$ cat src/rtl/clk_div_bank.sv
// Bank of NCH independent runtime-programmable clock dividers / tick generators.
// Divisor and mode changes are deferred to the period boundary so no short or glitched period is produced.
module clk_div_bank #(
    parameter int unsigned NCH      = 4,
    parameter int unsigned CW       = 27,
    parameter int unsigned DEF_DIV  = 50_000_000,
    parameter logic        DEF_MODE = 1'b0
) (
    input  logic              clk,
    input  logic              reset,
    input  logic [NCH-1:0]    en,
    input  logic [NCH-1:0]    load,
    input  logic [NCH*CW-1:0] div,
    input  logic [NCH-1:0]    mode,
    output logic [NCH-1:0]    clk_out,
    output logic [NCH-1:0]    tick
);

    for (genvar g = 0; g < NCH; g++) begin : g_ch
        logic [CW-1:0] cnt_q, cnt_d;
        logic [CW-1:0] div_q, div_d;
        logic [CW-1:0] pdiv_q, pdiv_d;
        logic [CW-1:0] div_in;
        logic          mode_q, mode_d;
        logic          pmode_q, pmode_d;
        logic          pv_q, pv_d;
        logic          co_q, co_d;
        logic          tk_q, tk_d;
        logic          parked;
        logic          tc;

        assign div_in = div[g*CW +: CW];

        // Next-state: immediate load when idle, deferred load otherwise, counting and output shaping
        always_comb begin
            cnt_d   = cnt_q;
            div_d   = div_q;
            mode_d  = mode_q;
            pdiv_d  = pdiv_q;
            pmode_d = pmode_q;
            pv_d    = pv_q;
            co_d    = co_q;
            tk_d    = 1'b0;
            parked  = (div_q == '0);
            tc      = en[g] && !parked && (cnt_q == div_q - CW'(1));

            if (load[g] && (!en[g] || parked)) begin
                div_d  = div_in;
                mode_d = mode[g];
                cnt_d  = '0;
                pv_d   = 1'b0;
                co_d   = 1'b0;
            end else if (parked) begin
                cnt_d = '0;
                co_d  = 1'b0;
            end else if (en[g]) begin
                if (tc) begin
                    cnt_d = '0;
                    tk_d  = 1'b1;
                    pv_d  = 1'b0;
                    if (load[g]) begin
                        div_d  = div_in;
                        mode_d = mode[g];
                    end else if (pv_q) begin
                        div_d  = pdiv_q;
                        mode_d = pmode_q;
                    end
                    // Output follows the mode that governs the new period
                    co_d = mode_d ? 1'b1 : ~co_q;
                end else begin
                    cnt_d = cnt_q + CW'(1);
                    if (mode_q) begin
                        co_d = 1'b0;
                    end
                    if (load[g]) begin
                        pdiv_d  = div_in;
                        pmode_d = mode[g];
                        pv_d    = 1'b1;
                    end
                end
            end
        end

        always_ff @(posedge clk) begin
            if (!reset) begin
                cnt_q   <= '0;
                div_q   <= CW'(DEF_DIV);
                mode_q  <= DEF_MODE;
                pdiv_q  <= '0;
                pmode_q <= 1'b0;
                pv_q    <= 1'b0;
                co_q    <= 1'b0;
                tk_q    <= 1'b0;
            end else begin
                cnt_q   <= cnt_d;
                div_q   <= div_d;
                mode_q  <= mode_d;
                pdiv_q  <= pdiv_d;
                pmode_q <= pmode_d;
                pv_q    <= pv_d;
                co_q    <= co_d;
                tk_q    <= tk_d;
            end
        end

        assign clk_out[g] = co_q;
        assign tick[g]    = tk_q;
    end

endmodule
$ cat config.mk
export PLATFORM = sky130hd
export DESIGN_NAME = clk_div_bank
export DESIGN_NICKNAME = d
export VERILOG_FILES = /design/src/rtl/clk_div_bank.sv
export SDC_FILE = /design/constraint.sdc
export NUM_CORES = 1
export LEC_CHECK = 0
export BUFFER_PORTS_ARGS = -buffer_cell sky130_fd_sc_hd__buf_4
export CAP_MARGIN = 20
export CORE_MARGIN = 1.5
export CORE_UTILIZATION = 66
export CTS_CLUSTER_DIAMETER = 200
export CTS_CLUSTER_SIZE = 24
export DETAILED_ROUTE_END_ITERATION = 10
export PLACE_DENSITY = 0.95
export SYNTH_ARGS = -nofsm -noshare
export SYNTH_HDL_FRONTEND = slang
export SYNTH_SLANG_ARGS = --single-unit
$ cat constraint.sdc
create_clock -name clk -period 9.6 [get_ports clk]
set_clock_uncertainty 0.05 [all_clocks]
set_input_delay 1.44 -clock clk [delete_from_list [all_inputs] [get_ports clk]]
set_output_delay 1.44 -clock clk [all_outputs]
set_load 0.005 [all_outputs]
Word-level counts from Yosys, hierarchy flattened
Index checks and enable logic that the tools add are counted.
Word-level totals
  register bits after elaboration: 344
  latch bits: 0
  memory bits (writable): 0
  memory bits (read-only): 0
  bits of input ports: 122
  memories: 0
Operators by class
  $add $sub $neg: 8
  multiply operators: 0
  divide/modulo/power cells: 0
  $lt $le $gt $ge: 0
  eq/ne operators: 8
  shift operators: 0
  mux-type cells: 92
  bitwise gates (word level): 21
  reductions and logical operators: 80
Operator list (count)
  $mux 27: 28
  $add 27x1->27 const B: 4
  $eq 27x27->1: 4
  $logic_not 27->1: 4
  $sub 27x1->27 const B: 4
  $mux 1: 64
  $reduce_bool 2->1: 16
  $reduce_and 3->1: 8
  $not 1->1: 21
  $reduce_and 5->1: 4
  $reduce_and 4->1: 4
  $reduce_or 4->1: 4
  $logic_and 1x1->1: 12
  $reduce_bool 3->1: 4
  $reduce_or 3->1: 4
  $logic_not 1->1: 8
  $ne 2x1->1 const B: 4
  $reduce_and 2->1: 4
  $reduce_or 2->1: 4
  $logic_or 1x1->1: 4

Logic depth before layout (Yosys ltp)
Gate-level depths: netlist (run 1).
  depth in word-level cells: 12
  depth in mapped cells: 16

Worst setup path after synthesis (run 1)
Ideal clock, no wire load.
  path type: reg-to-reg
  from: register g_ch[2].div_q[0]
  to: register g_ch[2].div_q[17]
  library setup time: 0.142 ns
  arrival: 3.817 ns
  required time: 9.408 ns
  setup slack: 5.592 ns
  stages on the path, launching flop included: 16
  cells stage by stage: dfxtp_1 > clkbuf_1 > inv_1 > ha_1 > clkbuf_1 > or4b_2 > clkbuf_1 > or3_1 > o41ai_1 > a31oi_1 > a221oi_1 > nand4_1 > o21ai_0 > nand2_1 > clkbuf_1 > mux2i_1
On the way
  cells in the longest elaborated chain, start to end: 6
  elaborated cells between the ends (all ways): 14
  classes of those cells: 1 x add/sub; 2 x eq/ne; 1 x mux; 10 x reduce/logical
Ends and longest elaborated chain
  start: declaration: line 21  | logic [CW-1:0] div_q, div_d;
  start signal: assignment: line 87  | div_q <= CW'(DEF_DIV);
  start signal: assignment: line 96  | div_q <= div_d;
  branches (longest 6 deep; another with $sub 27x1->27)
Parallel ways; which one is timed is not known.
A chain may end at the register's enable or synchronous reset.

Worst setup path in the final report (run 1)
  from: register g_ch[0].div_q[0]
  to: register g_ch[0].div_q[3]
On the way
  cells in the longest elaborated chain, start to end: 6
  elaborated cells between the ends (all ways): 14
  classes of those cells: 1 x add/sub; 2 x eq/ne; 1 x mux; 10 x reduce/logical
Ends and longest elaborated chain (line)
  start: declaration: 21
  start signal: assignment: 87
  start signal: assignment: 96
  branches (longest 6 deep; another with $sub 27x1->27)
Parallel ways; which one is timed is not known.

==> results of run 1 <==
-- layer usage --
metal | GRT usage (%) | part of all wire (%)
met1 | 38.8 | 42
met2 | 55.2 | 49
met3 | 4.60 | 5.8
met4 | 11.1 | 3.1
met5 | 0 | 0
-- sequential cells by signal (all words and copies together) (netlist names) --
register,flops
g_ch.div_q,108
g_ch.co_q,4
g_ch.pdiv_q,108
g_ch.tk_q,4
g_ch.cnt_q,108
g_ch.pmode_q,4
g_ch.pv_q,4
g_ch.mode_q,4
-- layout make-up --
type	count	area, sq um
multi-input cells	1692	11200
fillers	2071	7580
flip-flops and latches	344	6890
repair buffers	151	1190
clock buffers	19	475
well taps	378	473
inverters	35	136
clock inverters	1	16.3
-- worst min-delay path by stage --
stage | startpoint | end | depth (start not counted)
after floorplan | g_ch[3].mode_q$_SDFFE_PN0P_ | g_ch[3].mode_q$_SDFFE_PN0P_ | 2
after global placement | g_ch[0].pdiv_q[23]$_SDFFE_PN0P_ | g_ch[0].pdiv_q[23]$_SDFFE_PN0P_ | 2
after detailed placement | g_ch[0].pdiv_q[13]$_SDFFE_PN0P_ | g_ch[0].pdiv_q[13]$_SDFFE_PN0P_ | 2
after CTS | g_ch[0].pdiv_q[12]$_SDFFE_PN0P_ | g_ch[0].pdiv_q[12]$_SDFFE_PN0P_ | 2
after global routing | g_ch[0].pdiv_q[15]$_SDFFE_PN0P_ | g_ch[0].pdiv_q[15]$_SDFFE_PN0P_ | 2
final | g_ch[0].pdiv_q[12]$_SDFFE_PN0P_ | g_ch[0].pdiv_q[12]$_SDFFE_PN0P_ | 2
-- logic make-up (layout without fill, tap and decap cells) --
group                    count (synthesis)  in the layout  synth area share (%)
AND/OR/NAND/NOR                        883            883                  23.0
flip-flops                             344            344                  36.6
AO/OA/AOI/OAI                          326            326                  11.3
multiplexers                           244            244                  13.4
XOR/XNOR                               227            227                  10.6
buffers and inverters                  190            206                  4.28
adder cells (fa/ha/maj)                 12             12                 0.798
-- power by group --
part,internal [mW],switching [mW],total (mW)
Clock,0.359,0.461,0.820
Sequential,1.48,0.0588,1.54
Combinational,0.181,0.218,0.399
Total,2.02,0.738,2.76
-- layout by cell type (no fill, tap or decap), types with 10 or more instances in the layout --
cell,n
nor2b_1,40
a31oi_1,12
and2_1,13
mux2_2,58
clkbuf_16,20
o31ai_1,22
and4_1,10
o21ai_0,68
nor3_1,59
a311oi_1,11
nand3_1,104
nand4_1,38
nand2_1,164
or3_1,19
dfxtp_1,344
inv_1,34
nor4_1,35
buf_4,145
and3_1,32
a21oi_1,80
xnor2_1,116
ha_1,12
mux2i_1,186
nand2b_1,14
a211oi_1,46
or4_1,14
xor2_1,110
nor2_1,290
-- stage by stage --
step / std cells / hold WS, ns / power, mW / setup WS, ns / area (sq um)
after floorplan: 2226 / 0.395 / 1.83 / 5.59 / 18800
after global placement: 2591 / 0.404 / 1.93 / 4.53 / 19700
after detailed placement: 2592 / 0.412 / 1.95 / 4.28 / 19700
after CTS: 2612 / 0.425 / 2.76 / 4.26 / 20200
after global routing: 2620 / 0.457 / 2.87 / 4.42 / 20300
final: 2620 / 0.426 / 2.76 / 4.89 / 20300
-- worst reg2reg max path, stage by stage, from the launching register on --
cell       delay [ns]
dfxtp_1          0.36
inv_1            0.12
ha_1             0.22
nor3b_1          0.86
nand4_1          0.40
or3_1            0.46
a32oi_1          0.20
o31ai_1          0.11
a21boi_1         0.16
and3_1           0.28
clkbuf_16        0.23
o21ai_4          0.85
mux2i_1          0.33
==> impl_summary.md, run 1 <==
Synth
The synthesized design contains 0 enable-type register cells. The flop and latch count out of synthesis is ~340. The commonest cells after synthesis are dfxtp_1, nor2_1, mux2i_1, nand2_1, clkbuf_1. Counting distinct cell types in the post-synthesis netlist gives 70. In this run the biggest area consumer among cell types represents 36.6% of the synthesized area. In the post-synthesis netlist, the biggest area contributors are dfxtp_1, mux2i_1, nor2_1. After synthesis, the mean cell area works out to around 8.5 sq um. Among all flip-flop cells after synthesis, the most frequent one is dfxtp_1. The share of synthesized registers carrying an async set or reset is 0%. The most numerous cell in the Yosys netlist is dfxtp_1. The post-synthesis net count is about 2400. Summing the sequential cell areas from Yosys gives 36.6% of the chip area. The total standard cell area after synthesis is approximately 0.019 sq mm. Yosys printed 0 warnings. Counting every instance in the synthesized netlist gives approximately 2200. The biggest area consumer among synthesized cells is dfxtp_1.

Critical path
The signal on the critical path passes through inv_1 -> ha_1 -> nor3b_1 -> nand4_1 -> or3_1 -> a32oi_1 -> o31ai_1 -> a21boi_1 -> and3_1 -> clkbuf_16 -> o21ai_4 -> mux2i_1. The critical path contains buffers and inverters numbering 2 combined. The endpoint class of the critical path is a flip-flop. STA puts the critical path data arrival time at roughly 5 ns. The standard cell with the maximum stage delay on the critical path is nor3b_1. The delay of the slowest cell on the worst path is 0.86 ns.

The endpoint identified for the worst register-to-register timing path is g_ch[0].div_q[3]$_SDFFE_PN0P_. The worst setup path is of the flip-flop to flip-flop kind. The worst setup path is launched from a flip-flop. The launch point of the worst path is g_ch[0].div_q[0]$_SDFFE_PN0P_.

The worst register-to-register path has a depth of 12. The reg-to-reg critical path startpoint is g_ch[0].div_q[0]$_SDFFE_PN0P_. At the worst endpoint, the required time is 9.99 ns. The category of cells accounting for the largest share of critical-path delay is simple AND/OR/NAND/NOR gates. Following the worst setup path forward leads to its endpoint at g_ch[0].div_q[3]$_SDFFE_PN0P_.

The worst-case register-to-register setup slack is 4.89 ns. The critical path crosses 12 cells after its start point. The largest fanout of any net on the critical path is 29.

Floorplan
The die footprint is a little under 0.03 sq mm. The number of rows in the core area is 61. The floorplan core area is ~0.028 sq mm. The die boundary width is around 170 microns. Once the floorplan was initialized, standard cells occupied a little under 70% of the core. The vertical die dimension is between 150 and 200 microns.

The number of primary I/O pins is 130.

Global routing
Global routing used 31.3% of the available tracks. Entering global routing, the biggest net connects between 100 and 150 pins. The via count of the first global-routing pass is 15821. The first global-routing pass estimated around 76000 microns of wire. The initial antenna violation count came to 0. For this run the aggregate overflow at the end of global routing stands at 0.

Clocking
The clock reaches the later pin of the worst-skew pair after 0.52 ns. The number of hold buffers added after cts is 0. The number of buffers created by CTS is 18. The clock net in this run drives a total of roughly 340 sinks. Clock-pin slew was measured on the worst setup and hold paths at ~0.1 ns. Clock tree synthesis selected as its root buffer the cell clkbuf_16. The post-CTS setup repair buffer count is 0. The post-cts gate resize count is 0. The longest clock path from root to sink contains 3 buffers. The TritonCTS clock tree is yes. In this run the number of H-tree levels came out at 1.

Placed design
The detailed placement HPWL is around 33000 microns. In this run the tool buffered the top-level ports with between 100 and 150 buffer cells. The weighted congestion at the end of routability-driven global placement is around 0.94.

Power and ir drop
The reported leakage power is 7.67 nW. Dividing total power by cell area gives a power density of 135 mW/mm^2. The peak ir drop on the vdd network is around 0.16 mV.

Routing
The number of remaining DRC errors is 0. The count of nets left with antenna violations after detail routing is 0. Across all layers, the routed design uses around 16000 vias.

The routed wirelength normalized by instance count is ~18 microns. The number of vias per cell after detailed routing is approximately 6.3. Wires add up to around 47000 microns.

In this run, the number of DRC markers left after iteration 0 of detailed routing was approximately 1400. For this run, the detailed router's first-pass iteration total came to 7.

Job
The tool flagged a number of max-cap violations equal to 0.

Layout
The number of antenna diodes is 0. The layout net count is around 2400. Of the cells placed in the final design, the portion with a size suffix greater than 1 is between 10% and 20%. The synthesis-to-layout area growth is 8.15%.

Cells fill between 70 and 80% of the core in the end.

STA
Setup repair after global routing left no endpoint under its margin. The max-slew violation count is 0. After routing, the total negative slack on setup checks comes to 0 ns. The worst pin sits at a relative slew slack of 27.2%. After layout, the worst path uses between 40% and 50% of the clock period. The number of hold violations in the final report is 0. Derived from the worst setup path, the maximum achievable clock frequency is roughly 210 MHz. At the pin with the least slew margin, the transition time is 1.09 ns. The minimum period implied by the final worst setup slack is roughly 4.7 ns. Setup violations remaining at the end of the flow were counted as 0.

Outcome
The run finished with clean final reports.

Worst hold path
The worst hold path belongs to the class flip-flop to flip-flop.
(Power assumes the default switching activity.)
==> inputs of run 2 (changes only) <==
Settings changed: ABC_AREA set to 1, CORE_UTILIZATION 66 to 62, PLACE_DENSITY 0.95 to 0.92.
Clock period 9.6 ns to 4.5 ns, I/O delays scaled along.
==> run 2 against run 1 <==
Against the previous run:
- maximum frequency increased by 35%
- critical path depth increased by 4
- setup slack got worse by 3.9 ns
- largest cell class unchanged
- flip-flop and latch count unchanged
- wire length increased by 15%
- global-route usage increased by 0.22 points
- sequential power increased by 110%
- cell count increased by 43%
==> impl_summary.md, run 2 <==
Outcome
The flow ran to the end, and the final reports show no timing, DRC or antenna violations.

Routing
The total vias in the final route is around 21000. The routed wirelength normalized by instance count is 14.4 microns. The count of nets left with antenna violations after detail routing is 0. The DRC marker count from the first detailed-route iteration is 1724.

Before antenna repair, the detailed router went through 6 iterations. The post-detailed-routing wire length is 54200 microns. The number of vias per cell after detailed routing is approximately 5.5. The number of remaining DRC errors is 0.

Synth
Sorting the synthesized cells by area gives the leading types as dfxtp_1, nand2_1, nor2_1. Sequential cells were found to cover between 30% and 40% of the synthesized design area. The share of synthesized registers carrying an async set or reset is 0%. The synthesized area per cell is about 6.2 sq um. The number of synthesized flops with an enable pin is 0. The post-synthesis net count is ~3400. During synthesis, Yosys emitted a total of 0 warnings. The unique cell type count in the Yosys netlist is 46. The area share of the leading cell type in the synthesized netlist is roughly 34%. The synthesized design spends more area on one cell type than any other, namely dfxtp_1. The total standard cell area after synthesis is between 0.02 and 0.025 sq mm. The instance count of the mapped netlist is between 3000 and 4000. After synthesis, the most frequently instantiated cells are nand2_1, nor2_1, dfxtp_1, nand3_1, inv_1.

The most numerous cell in the Yosys netlist is nand2_1. Synthesis inferred between 300 and 400 register bits. In the synthesized netlist the dominant register cell turns out to be dfxtp_1.

STA
Hold is met by approximately 0.37 ns. The tightest slew margin relative to the limit is 34.3%. Setup violations remaining at the end of the flow were counted as 0. The number of hold violations in the final report is 0.

In the post-route analysis, the smallest setup slack over all paths is approximately 1 ns. For this run, the top clock speed supported by timing is about 290 MHz. The minimum period implied by the final worst setup slack is roughly 3.5 ns. The slew of the pin with the lowest slew margin is just under 1 ns. The max-slew violation count is 0. Setup repair after global routing left no endpoint under its margin. The setup TNS after final layout is 0 ns. In the finished design, the share of the clock period the worst path needs comes to 77.4%.

Layout
After routing the design area is approximately 0.022 sq mm. The number of fillers in the final layout is 2898. Once layout is complete, the utilization of the core stands at 67.4%. The fraction of layout instances using a drive strength above 1 is between 6 and 7%.

Leaving out fill and tap cells, the most frequent cells in the layout are nand2_1, nor2_1, dfxtp_1, nand3_1, inv_1. The synthesis-to-layout area growth is 7.18%. The final instance count without filler cells is roughly 3800. The layout net count is 3444.

The sequential cells in the finished layout cover a total of 0.00689 sq mm. In the final layout, the multi-input gates occupy 0.0118 sq mm. The largest registers in the layout are g_ch.cnt_q x108, g_ch.div_q x108, g_ch.pdiv_q x108.

The repair_antennas step left the layout with diodes totalling 0. The leading cell type in the layout, fill and taps excluded is nand2_1.

Power and ir drop
The analysis attributes to cell leakage a power of approximately 10 nW. The peak ir drop on the vdd network is between 0.2 and 0.3 mV. The post-route total power is around 6.1 mW.

Dividing total power by cell area gives a power density of around 280 mW/mm^2.

Clocking
In this run the post-CTS setup repair buffer count came out at 0. The number of hold buffers added after cts is 0. The TritonCTS clock tree is yes. The H-tree depth reported by CTS is 1.

The root buffer cell is clkbuf_16. TritonCTS created 18 clock buffers. After clock tree synthesis, the clock-pin slew on the worst setup and hold paths is 0.10 ns.

The tree built by TritonCTS fans out to 344 sinks. No sink is reached through more buffers than the 3 on the longest clock path. The worst-skew pair later-pin latency is between 0.5 and 0.6 ns. The post-cts gate resize count is 0.

Floorplan
The die covers approximately 0.034 sq mm. The die boundary width is 184 microns. between 100 and 150 I/O pins were placed. The floorplan has 66 rows.

The region available for standard cell placement spans 0.0325 sq mm. The starting density of the core is a little over three fifths. Measured along the y axis, the die boundary spans about 180 microns.

Critical path
The number of cells on the worst reg-to-reg path is 16. The required time of the critical path is around 5 ns. On the critical path, the stage with the largest delay is an instance of nand2_2. The most numerous cell type found on the critical path is nand2_1.

The endpoint class of the critical path is a flip-flop. The data arrival time of the critical path is ~3.9 ns. The category of cells accounting for the largest share of critical-path delay is simple AND/OR/NAND/NOR gates.

The critical path launch point type is a flip-flop. The buffering stage count on the worst path with inverters included is 2. The delay of the slowest cell on the worst path is ~0.46 ns. The signal on the critical path passes through inv_1 -> ha_1 -> nand3_2 -> nor2_4 -> nand3_1 -> nand2_1 -> nand2_1 -> inv_1 -> nand3_1 -> nor2_1 -> nand3_4 -> nand2_4 -> nand2_2 -> nand2_1 -> nand2_1 -> nor2_1.

The critical path crosses 16 cells after its start point. The classification of the worst setup path is flip-flop to flip-flop. The largest fanout of any net on the critical path is 42.

Global routing
Global routing consumed, over all layers together, a little under a third of the routing resources. The initial antenna violation count is 0. The first global-routing pass estimated roughly 89000 microns of wire. The pin count of the biggest net entering global routing is 84. The via count of the first global-routing pass is roughly 19000. Summed over all layers, the global routing overflow is 0.

Job
The total of max-cap violations is 0.

Placed design
The HPWL after detailed placement is between 40000 and 50000 microns. The weighted congestion at the end of routability-driven global placement is ~1. Port buffering added around 130 buffers. The setup slack at placement is approximately 1.1 ns.

The number of placed instances, taps included, is between 3000 and 4000. Once placement finished, the instance area stood at roughly 0.021 sq mm.

Worst hold path
The worst min-delay path class is input port to flip-flop. The worst hold path depth is 3.
-- run 2: logic make-up (layout without fill, tap and decap cells) --
group	after synthesis	count (layout)	synth area share, %
adders and majority gates	12	12	0.736
AOI/OAI and AO/OA	242	242	6.39
and+or+nand+nor	2107	2107	44.0
DFF	344	344	33.8
buffers and inverters	419	450	8.43
xor gates and xnor gates	155	155	6.65
-- run 2: path summary, 6_finish.rpt --
check                                       from                               to  slack, ns
setup / recovery   g_ch[3].div_q[0]$_SDFFE_PN0P_    g_ch[3].div_q[1]$_SDFFE_PN0P_       1.02
hold / removal                           div[26]  g_ch[0].pdiv_q[26]$_SDFFE_PN0P_       0.37
setup reg to reg   g_ch[3].div_q[0]$_SDFFE_PN0P_    g_ch[3].div_q[1]$_SDFFE_PN0P_       1.02
hold reg to reg   g_ch[3].pdiv_q[1]$_SDFFE_PN0P_   g_ch[3].pdiv_q[1]$_SDFFE_PN0P_       0.41
-- run 2: area by class of cell --
| cell class | instances | area share, % |
|---|---|---|
| Clock inverter | 1 | 0.0744 |
| Sequential cell | 344 | 31.5 |
| Clock buffer | 19 | 2.17 |
| Inverter | 293 | 5.04 |
| Timing Repair Buffer | 137 | 4.70 |
| Tap cell | 442 | 2.53 |
| Multi-Input combinational cell | 2516 | 54.0 |
-- run 2: worst reg2reg max path, cell delays in order, from the launching register on --
cell	delay, ns
dfxtp_1	0.34
inv_1	0.15
ha_1	0.28
nand3_2	0.13
nor2_4	0.23
nand3_1	0.16
nand2_1	0.12
nand2_1	0.06
inv_1	0.05
nand3_1	0.07
nor2_1	0.18
nand3_4	0.40
nand2_4	0.34
nand2_2	0.46
nand2_1	0.21
nand2_1	0.06
nor2_1	0.13
-- run 2: where the power goes --
group | total [mW] | internal (mW) | switching, mW | leakage, nW
logic | 1.02 | 0.361 | 0.656 | 6.69
clock network | 1.76 | 0.766 | 0.997 | 0.241
registers | 3.28 | 3.16 | 0.120 | 2.80
-- run 2: layer usage --
layer / track usage, % / wire length, microns / vias up
li1: - / - / 10387
met1: 41.4 / 23500 / 9472
met2: 54.8 / 26200 / 709
met3: 3.18 / 3090 / 114
met4: 9.08 / 1370 / 0
met5: 0 / 0 / -
==> inputs of run 3 (changes only) <==
Clock period 4.5 ns to 3.35 ns, I/O delays scaled along.
==> run 3 against run 2 <==
Against the previous run:
- cell area increased by 0.62%
- clock power increased by 36%
- critical path depth decreased by 1
- register-to-register slack got worse by 0.74 ns
- non-clock buffer count increased by 18
- sequential share of layout area decreased by 0.19 points
- combinational power increased by 35%
- total power increased by 35%
- critical endpoint is now g_ch[2].div_q[0]$_SDFFE_PN0P_
- largest cell class unchanged
- highest routed layer unchanged
==> impl_summary.md, run 3 (synthesis gave the netlist of run 2 again) <==
Power and ir drop
IR analysis of the VDD net gives a maximum drop of around 0.50 mV. The combinational fraction of design power is approximately 17%. The share of total power in the clock network is approximately 29%. The design draws 8.18 mW. Internal power comes to just under 6 mW. The analysis attributes to cell leakage a power of a little under 10 nW. The share of total power in sequential cells is 53.8%. The switching power summed over all nets is ~2.4 mW. Dividing total power by cell area gives a power density of 372 mW/mm^2. The net switching share of the total power is ~29%.

Placed design
The cell total after placement is 3750. The detailed placement HPWL is between 40000 and 50000 microns. The weighted congestion at the end of routability-driven global placement is between 0.9 and 1. Summing all placed instances gives a cell area of 0.0215 sq mm.

The total of buffers placed on input and output ports is roughly 130. The setup slack at placement is 0.302 ns.

Critical path
The worst-case register-to-register setup slack is approximately 0.27 ns. The worst setup path is captured at a flip-flop. Measured in cells, the most critical reg-to-reg path has a length of 15. The data arrival time of the critical path is 3.45 ns. The cell family contributing the most delay on the critical path is simple AND/OR/NAND/NOR gates. The worst setup path is launched from a flip-flop.

The required time of the critical path is about 3.7 ns. By instance count, the cell type seen most on the critical path is nor2_1. The slowest stage of the critical path is the dfxtp_1 cell. The buffering stage count on the worst path with inverters included is 1. Of all nets on the critical path, the largest fanout is 42. The endpoint of the lowest-slack register-to-register path is g_ch[2].div_q[0]$_SDFFE_PN0P_.

The delay of the slowest cell on the worst path is roughly 0.32 ns. The classification of the worst setup path is flip-flop to flip-flop. Walking the worst path, the cells encountered are inv_1 -> ha_1 -> nand3_1 -> nor2_2 -> nand2_1 -> nor2_1 -> nand3_1 -> nand2_1 -> nand2_1 -> nor2_1 -> nand2_4 -> nand2_4 -> nand2_4 -> nor2_1 -> nor2_1. The startpoint identified for the worst register-to-register timing path is g_ch[2].div_q[0]$_SDFFE_PN0P_.

Clocking
The number of buffers created by CTS is 18. After clock tree synthesis, the clock-pin slew on the worst setup and hold paths is about 0.11 ns. The post-CTS setup repair buffer count is 0.

The TritonCTS clock tree is yes. CTS placed an instance of clkbuf_16 at the clock tree root. In this run the deepest clock path goes through 3 buffers. The CTS sink count is around 340. The H-tree depth reported by CTS is 1. After clock tree synthesis, the flow added hold-fix buffers numbering 0. The clock reaches the later pin of the worst-skew pair after between 0.5 and 0.6 ns. The post-cts gate resize count is 0.

Routing
The final route contains between 20000 and 25000 vias. The pre-antenna-repair detailed-routing pass consisted of 6 iterations. The routed wirelength normalized by instance count is around 15 microns. The number of vias per cell after detailed routing is between 5 and 6. The DRC marker count from the first detailed-route iteration is ~1600.

The detail route stage leaves a number of antenna-violating nets equal to 0. The post-detailed-routing wire length is 55000 microns. After detailed routing, the number of remaining DRC violations is 0.

Worst hold path
The endpoint with the worst hold slack is g_ch[2].pdiv_q[22]$_SDFFE_PN0P_. The worst hold path begins at div[76]. Counting instances, the worst hold path has a depth of 3. The worst min-delay path class is input port to flip-flop.

STA
Summed over all failing endpoints, the final setup total negative slack is 0 ns. Once routing completed, OpenROAD measured the worst setup slack at around 0.27 ns. Based on the critical path, the design can be clocked at up to 325 MHz. The number of hold violations in the final report is 0. The worst path uses about nine tenths of the clock period. The tightest slew margin relative to the limit is roughly two fifths. The slew of the pin with the lowest slew margin is 0.928 ns. The worst path needs about 3.1 ns of the cycle, external delays included. The worst hold slack is 0.187 ns. The max-slew violation count was 0. The count of final setup violators is 0.

Setup repair after global routing left no endpoint under its margin.

Floorplan
The vertical die dimension is 184 microns. The die footprint is ~0.034 sq mm. The floorplan core area is 0.0325 sq mm. The die boundary width is around 180 microns. The number of rows in the core area is 66.

Pin placement for this block handled 130 I/O pins. The starting density of the core is 62.9%.

Layout
The area growth from synthesis to layout is 7.84%. The final design area excluding fillers is 0.0220 sq mm. At the end of the flow the core is filled with cells to between 60% and 70%. The fraction of layout instances using a drive strength above 1 is 7.42%. Leaving out fill and tap cells, the most frequent cell in the layout is nand2_1. The largest registers in the layout are g_ch.cnt_q x108, g_ch.div_q x108, g_ch.pdiv_q x108. The number of antenna diodes is 0.

Fill cells in the final layout number 3025. For this run, the post-layout net count is ~3500. Leaving out fill and tap cells, the most frequent cells in the layout are nand2_1, nor2_1, dfxtp_1, nand3_1, inv_1. Excluding fillers, the count of instances in the completed layout stands at 3770.

Outcome
The run finished with clean final reports.

Global routing
The initial antenna violation count is 0. The via count of the first global-routing pass is 19589. The wire length of the first global-routing pass is 90900 microns. The total global routing track utilization is approximately 32%. The global-route congestion overflow total is 0.

The met1 global-route usage is a little over 40%. Entering global routing, the biggest net connects between 80 and 90 pins. After global routing, the most crowded layer is met2.

The met3 track utilization from global routing is roughly 3%. The global-route track usage on met2 is 56.4%.

Job
Across the run, the number of max-cap violations was 0.
==> run 3: cell type report <==
class	instances	area [sq um]	area share, %
Clock buffer	19	475	2.16
Multi-Input combinational cell	2516	11800	53.7
Inverter	293	1100	5.01
Sequential cell	344	6890	31.3
Timing Repair Buffer	155	1160	5.29
Tap cell	442	553	2.51
Clock inverter	1	16.3	0.0739
==> run 3: worst reg2reg max path, stage by stage, from the launching register on <==
cell and delay [ns]:
dfxtp_1 0.32, inv_1 0.16, ha_1 0.27, nand3_1 0.17, nor2_2 0.26, nand2_1 0.13, nor2_1 0.15, nand3_1 0.08
nand2_1 0.11, nand2_1 0.06, nor2_1 0.20, nand2_4 0.17, nand2_4 0.21, nand2_4 0.28, nor2_1 0.27, nor2_1 0.07
==> run 3: power by group through the flow <==
stage	Clock (mW)	Combinational (mW)	Sequential, mW
floorplan	0	0.985	4.44
global placement	0	1.32	4.49
detailed placement	0	1.35	4.49
CTS	2.45	1.36	4.40
global route	2.58	1.55	4.42
finish	2.40	1.38	4.40
==> run 3: layer usage <==
metal,vias to the layer above,part of all wire [%],wire length [microns]
met5,-,0,0
met4,0,3.4,1850
met3,120,4.7,2570
met2,604,48,26300
met1,9453,44,24200
li1,10431,-,-
==> run 3: worst max path at each step <==
| stage | start | endpoint | slack [ns] | cells past startpoint |
|---|---|---|---|---|
| after detailed placement | g_ch[2].div_q[0]$_SDFFE_PN0P_ | g_ch[2].div_q[0]$_SDFFE_PN0P_ | 0.30 | 15 |
| after global placement | g_ch[2].div_q[0]$_SDFFE_PN0P_ | g_ch[2].div_q[0]$_SDFFE_PN0P_ | 0.30 | 15 |
| after floorplan | g_ch[1].div_q[0]$_SDFFE_PN0P_ | g_ch[1].div_q[7]$_SDFFE_PN1P_ | 1.08 | 16 |
| after CTS | g_ch[2].div_q[0]$_SDFFE_PN0P_ | g_ch[2].div_q[0]$_SDFFE_PN0P_ | 0.28 | 15 |
| final | g_ch[2].div_q[0]$_SDFFE_PN0P_ | g_ch[2].div_q[0]$_SDFFE_PN0P_ | 0.27 | 15 |
| after global routing | g_ch[2].div_q[0]$_SDFFE_PN0P_ | g_ch[2].div_q[0]$_SDFFE_PN0P_ | 0.01 | 15 |
